--- src/rtl/ulpi_reg_read_if.sv ---
// ULPI register-read bundle: the requester side (RD/ADDR in, DATA/busy out) and the
// ULPI PHY side (DIR/NXT/ULPI_DATA_r in, STP/ULPI_DATA_w out).
//   master : view used by ulpi_reg_read (drives DATA, busy, STP, ULPI_DATA_w)
//   slave  : view used by whatever sits around it (drives RD, ADDR, DIR, NXT, ULPI_DATA_r)
interface ulpi_reg_read_if;
  logic       RD;
  logic [5:0] ADDR;
  logic [7:0] DATA;
  logic       busy;
  logic       DIR;
  logic       STP;
  logic       NXT;
  logic [7:0] ULPI_DATA_r;
  logic [7:0] ULPI_DATA_w;

  modport master (
    input  RD, ADDR, DIR, NXT, ULPI_DATA_r,
    output DATA, busy, STP, ULPI_DATA_w
  );

  modport slave (
    output RD, ADDR, DIR, NXT, ULPI_DATA_r,
    input  DATA, busy, STP, ULPI_DATA_w
  );
endinterface

--- src/rtl/ulpi_reg_read.sv ---
// ULPI register read engine. On an accepted RD it issues a register-read TXCMD
// ({2'b11, addr}), waits for NXT, goes through the bus turnaround, captures the
// PHY's data byte into DATA and waits for the PHY to release the bus.
// If the PHY grabs the bus (DIR=1) before accepting the TXCMD, the read is
// retried once the bus is handed back.
//   clk : ULPI 60 MHz clock, rising edge
//   rst : asynchronous reset, active low
//   bus : ulpi_reg_read_if.master (RD, ADDR, DATA, busy, DIR, STP, NXT,
//         ULPI_DATA_r, ULPI_DATA_w)
module ulpi_reg_read (
  input  logic                  clk,
  input  logic                  rst,
  ulpi_reg_read_if.master       bus
);

  typedef enum logic [2:0] {
    StIdle,
    StCmd,
    StTurn1,
    StRead,
    StTurn2
  } state_e;

  state_e     state_q, state_d;
  logic [5:0] addr_q, addr_d;
  logic [7:0] data_q, data_d;
  logic       busy_q, busy_d;
  logic [7:0] txd_q, txd_d;
  // Set when TURN2 was entered because the PHY preempted the TXCMD.
  logic       retry_q, retry_d;

  always_comb begin
    state_d = state_q;
    addr_d  = addr_q;
    data_d  = data_q;
    retry_d = retry_q;

    unique case (state_q)
      StIdle: begin
        if (bus.RD) begin
          addr_d  = bus.ADDR;
          state_d = StCmd;
        end
      end
      StCmd: begin
        if (bus.DIR) begin
          retry_d = 1'b1;
          state_d = StTurn2;
        end else if (bus.NXT) begin
          state_d = StTurn1;
        end
      end
      StTurn1: begin
        if (bus.DIR) begin
          state_d = StRead;
        end
      end
      StRead: begin
        data_d  = bus.ULPI_DATA_r;
        retry_d = 1'b0;
        state_d = StTurn2;
      end
      StTurn2: begin
        if (!bus.DIR) begin
          state_d = retry_q ? StCmd : StIdle;
          retry_d = 1'b0;
        end
      end
      default: begin
        state_d = StIdle;
        retry_d = 1'b0;
      end
    endcase

    // Outputs are registered from the next state so they change cleanly on the edge.
    busy_d = (state_d != StIdle);
    txd_d  = (state_d == StCmd) ? {2'b11, addr_d} : 8'h00;
  end

  always_ff @(posedge clk or negedge rst) begin
    if (!rst) begin
      state_q <= StIdle;
      addr_q  <= 6'h00;
      data_q  <= 8'h00;
      busy_q  <= 1'b0;
      txd_q   <= 8'h00;
      retry_q <= 1'b0;
    end else begin
      state_q <= state_d;
      addr_q  <= addr_d;
      data_q  <= data_d;
      busy_q  <= busy_d;
      txd_q   <= txd_d;
      retry_q <= retry_d;
    end
  end

  assign bus.DATA        = data_q;
  assign bus.busy        = busy_q;
  assign bus.ULPI_DATA_w = txd_q;
  assign bus.STP         = 1'b0;

endmodule

--- src/flat_wrapper.sv ---
// flat-port wrapper written by rule: the top's interface ports become plain ports
module ulpi_reg_read_flat 
  (clk, rst, bus_RD, bus_ADDR, bus_DIR, bus_NXT, bus_ULPI_DATA_r, bus_DATA, bus_busy, bus_STP, bus_ULPI_DATA_w);
  ulpi_reg_read_if bus_i ();
  input  logic clk;
  input  logic rst;
  input wire logic [$bits(bus_i.RD)-1:0] bus_RD;
  input wire logic [$bits(bus_i.ADDR)-1:0] bus_ADDR;
  input wire logic [$bits(bus_i.DIR)-1:0] bus_DIR;
  input wire logic [$bits(bus_i.NXT)-1:0] bus_NXT;
  input wire logic [$bits(bus_i.ULPI_DATA_r)-1:0] bus_ULPI_DATA_r;
  output wire logic [$bits(bus_i.DATA)-1:0] bus_DATA;
  output wire logic [$bits(bus_i.busy)-1:0] bus_busy;
  output wire logic [$bits(bus_i.STP)-1:0] bus_STP;
  output wire logic [$bits(bus_i.ULPI_DATA_w)-1:0] bus_ULPI_DATA_w;
  assign bus_i.RD = bus_RD;
  assign bus_i.ADDR = bus_ADDR;
  assign bus_i.DIR = bus_DIR;
  assign bus_i.NXT = bus_NXT;
  assign bus_i.ULPI_DATA_r = bus_ULPI_DATA_r;
  assign bus_DATA = bus_i.DATA;
  assign bus_busy = bus_i.busy;
  assign bus_STP = bus_i.STP;
  assign bus_ULPI_DATA_w = bus_i.ULPI_DATA_w;
  ulpi_reg_read u_core (.clk(clk), .rst(rst), .bus(bus_i));
endmodule
--- config.mk ---
export PLATFORM = sky130hd
export DESIGN_NAME = ulpi_reg_read_flat
export DESIGN_NICKNAME = d
export VERILOG_FILES = /design/src/rtl/ulpi_reg_read_if.sv /design/src/rtl/ulpi_reg_read.sv /design/src/flat_wrapper.sv
export SDC_FILE = /design/constraint.sdc
export NUM_CORES = 1
export LEC_CHECK = 0
export CORE_UTILIZATION = 53
export DETAILED_ROUTE_END_ITERATION = 8
export DONT_BUFFER_PORTS = 1
export PLACE_DENSITY = 0.79
export SLEW_MARGIN = 20
export SYNTH_ARGS = -nofsm -noshare
export SYNTH_HDL_FRONTEND = slang
export SYNTH_SLANG_ARGS = --single-unit
--- constraint.sdc ---
create_clock -name clk -period 2.3 [get_ports clk]
set_input_delay 0.46 -clock clk [delete_from_list [all_inputs] [get_ports clk]]
set_output_delay 0.46 -clock clk [all_outputs]
set_load 0.005 [all_outputs]
==> impl_metrics.ini <==
[outcome]
outcome = finished clean

[global_routing]
antenna_found_initial = 0
grt_usage_pct = 16.1
grt_pass1_vias = 573
grt_pass1_wl_mm = 2.37
grt_overflow = 0
grt_max_degree = 27

[timing]
period_share_pct = 77.7
finalSetupViolations = 0
fin_crit_ps = 1790
fmax_mhz = 560
hold_viol = 0
tns_ps = 0
fin_skew_ps = 2.38
drv_slew = 0
tightestPinTransition_ps = 535
slew_headroom_pct = 64.3
rsz0062_at_grt = no

[finish]
drive_above_1_share_pct = 26.3
diodes = 0
syn2layout_area_growth_pct = 2.30
final_cells = 107
finalNetCount = 101

[clocking]
cts_htree_levels = 1
path_clk_slew_ps = 120
cts_buffers = 3
cts.path.max_buffers = 2
cts_tree = built
clkLatencyLatePin_ps = 300
postCtsSetupBuffers = 0
clock_sinks = 26
clock-root-buffer = clkbuf_4
cts_hold_buf = 1
postCtsResizedCells = 0

[synth]
synth_cells = 81
synthDistinctLibCells = 24
synth.avg_cell_area_sq_um = 13.4
ys_ff_latch = 26
yosys_warnings = 0
syn-num-nets = 100
ys_seq_area_share_pct = 59.9
synth_area_sq_um = 1090

[critical_path]
crit_fanout = 13
critPathArrivalTime_ps = 2020
endpoint_kind = register
worst_setup_path_start_kind = register
critPathKind = register to register
required_ps = 2540

[power]
ir_worst_vdd_mv = 0.802
p_leak_uw = 0.000498
powerDensity_nw_per_um2 = 1320

[routing]
wire_per_inst_um = 15.6
via_per_inst = 5.43
drtIter0Drc = 4
dr.pass1.iters = 4
ant_nets = 0
drc = 0
totalWireLength_mm = 1.66
vias = 581

[floorplanning]
io_pins = 37
core.rowCount = 16
die_h_um = 47.3
core_area_sq_um = 1940
dieArea_sq_um = 2230
fp.dieW_um = 47.3
start_util_pct = 55.9

[min_path]
hold_path.class = primary input to asynchronous set/reset pin

[flow_run]
max_cap_viol_count = 0

[place]
dp_hpwl_mm = 1.27
place.gp.congestion = 0.692
port_buffers = 0
dp_cells = 103
## cells by family after synthesis
group,Yosys count,share of synthesized area [%]
mux,14,14.5
compound gates,10,6.45
flops,26,59.9
simple gates,22,14.4
other cells,1,0.345
buf+inv,8,4.38
## registers in the layout, indices dropped and copies added (netlist names)
name	cells
u_core.retry_q	1
u_core.addr_q	6
u_core.bus.ULPI_DATA_w	7
u_core.bus.DATA	8
u_core.bus.busy	1
u_core.state_q	3
## metal layers
| layer | up-vias | routed length, um | share of wire, % | GRT usage [%] |
|---|---|---|---|---|
| met5 | - | 0 | 0 | 0 |
| met1 | 289 | 644 | 39 | 16.7 |
| met2 | 18 | 912 | 55 | 28.2 |
| li1 | 272 | - | - | - |
| met4 | 0 | 13 | 0.78 | 5.14 |
| met3 | 2 | 93 | 5.6 | 8.08 |
## final timing paths
| kind | from | end | slack [ps] | depth (start not counted) |
|---|---|---|---|---|
| min | rst | u_core.bus.DATA[7]$_DFFE_PN0N_ | 120 | 1 |
| max reg2reg | u_core.state_q[0]$_DFF_PN0_ | u_core.bus.ULPI_DATA_w[0]$_DFF_PN0_ | 510 | 4 |
| max in group asynchronous | rst | u_core.bus.ULPI_DATA_w[0]$_DFF_PN0_ | 1830 | 1 |
| min in group clk | bus_DIR | u_core.state_q[2]$_DFF_PN0_ | 290 | 1 |
| max | u_core.state_q[0]$_DFF_PN0_ | u_core.bus.ULPI_DATA_w[0]$_DFF_PN0_ | 510 | 4 |
| min reg2reg | u_core.addr_q[4]$_DFF_PN0_ | u_core.addr_q[4]$_DFF_PN0_ | 510 | 1 |
## cells in the mapped netlist, drive strengths merged
cell | count | area, sq um
dfrtp | 26 | 651
mux2 | 14 | 158
nor2b | 9 | 56.3
buf | 5 | 36.3
inv | 3 | 11.3
nand2 | 3 | 11.3
o21ai | 3 | 18.8
a21o | 2 | 15.0
a21oi | 2 | 10.0
nand2b | 2 | 12.5
nor2 | 2 | 7.51
a211oi | 1 | 7.51
a221o | 1 | 10.0
a221oi | 1 | 8.76
and4bb | 1 | 12.5
conb | 1 | 3.75
nand3 | 1 | 5.00
nand3b | 1 | 7.51
nand4bb | 1 | 11.3
nor4b | 1 | 23.8
or3b | 1 | 8.76
## worst max-delay path, stage by stage, from the launching register on
cell and delay (ps):
dfrtp_1 580, or3b_1 400, a211oi_1 410, o21ai_2 180
nor2b_1 150
## through the flow
stage	util [%]	worst slack [ps]	hold slack [ps]	total power, uW	area (sq um)
after CTS	57.5	477	282	1490	1120
after global placement	55.8	633	165	1260	1080
after global routing	57.2	374	137	1580	1110
final	57.2	513	120	1470	1110
after detailed placement	55.8	490	165	1310	1080
after floorplan	-	756	164	1230	1090
## placed cells by master (no fill, tap or decap), types with 2 or more instances in the layout
cell	instances
dfrtp_1	26
mux2_2	14
nor2b_1	9
inv_1	3
nand2_1	3
clkbuf_4	3
a21oi_1	2
nand2b_1	2
nor2_1	2
a21o_1	2
o21ai_0	2
## layout make-up
cell class                      count  area (sq um)
Fill cell                         170           831
Sequential cell                    26           651
Multi-Input combinational cell     47           388
Tap cell                           27          33.8
Clock buffer                        3          22.5
Inverter                            3          11.3
Timing Repair Buffer                1          5.00
## where the power goes
part           total, uW  leakage, uW  internal [uW]  switching [uW]
Sequential           851     0.000318            677             174
Combinational        441     0.000166            252             190
Clock                174    0.0000138           61.1             113
Total               1470     0.000498            990             477
Power figures use the tool's default switching activity.
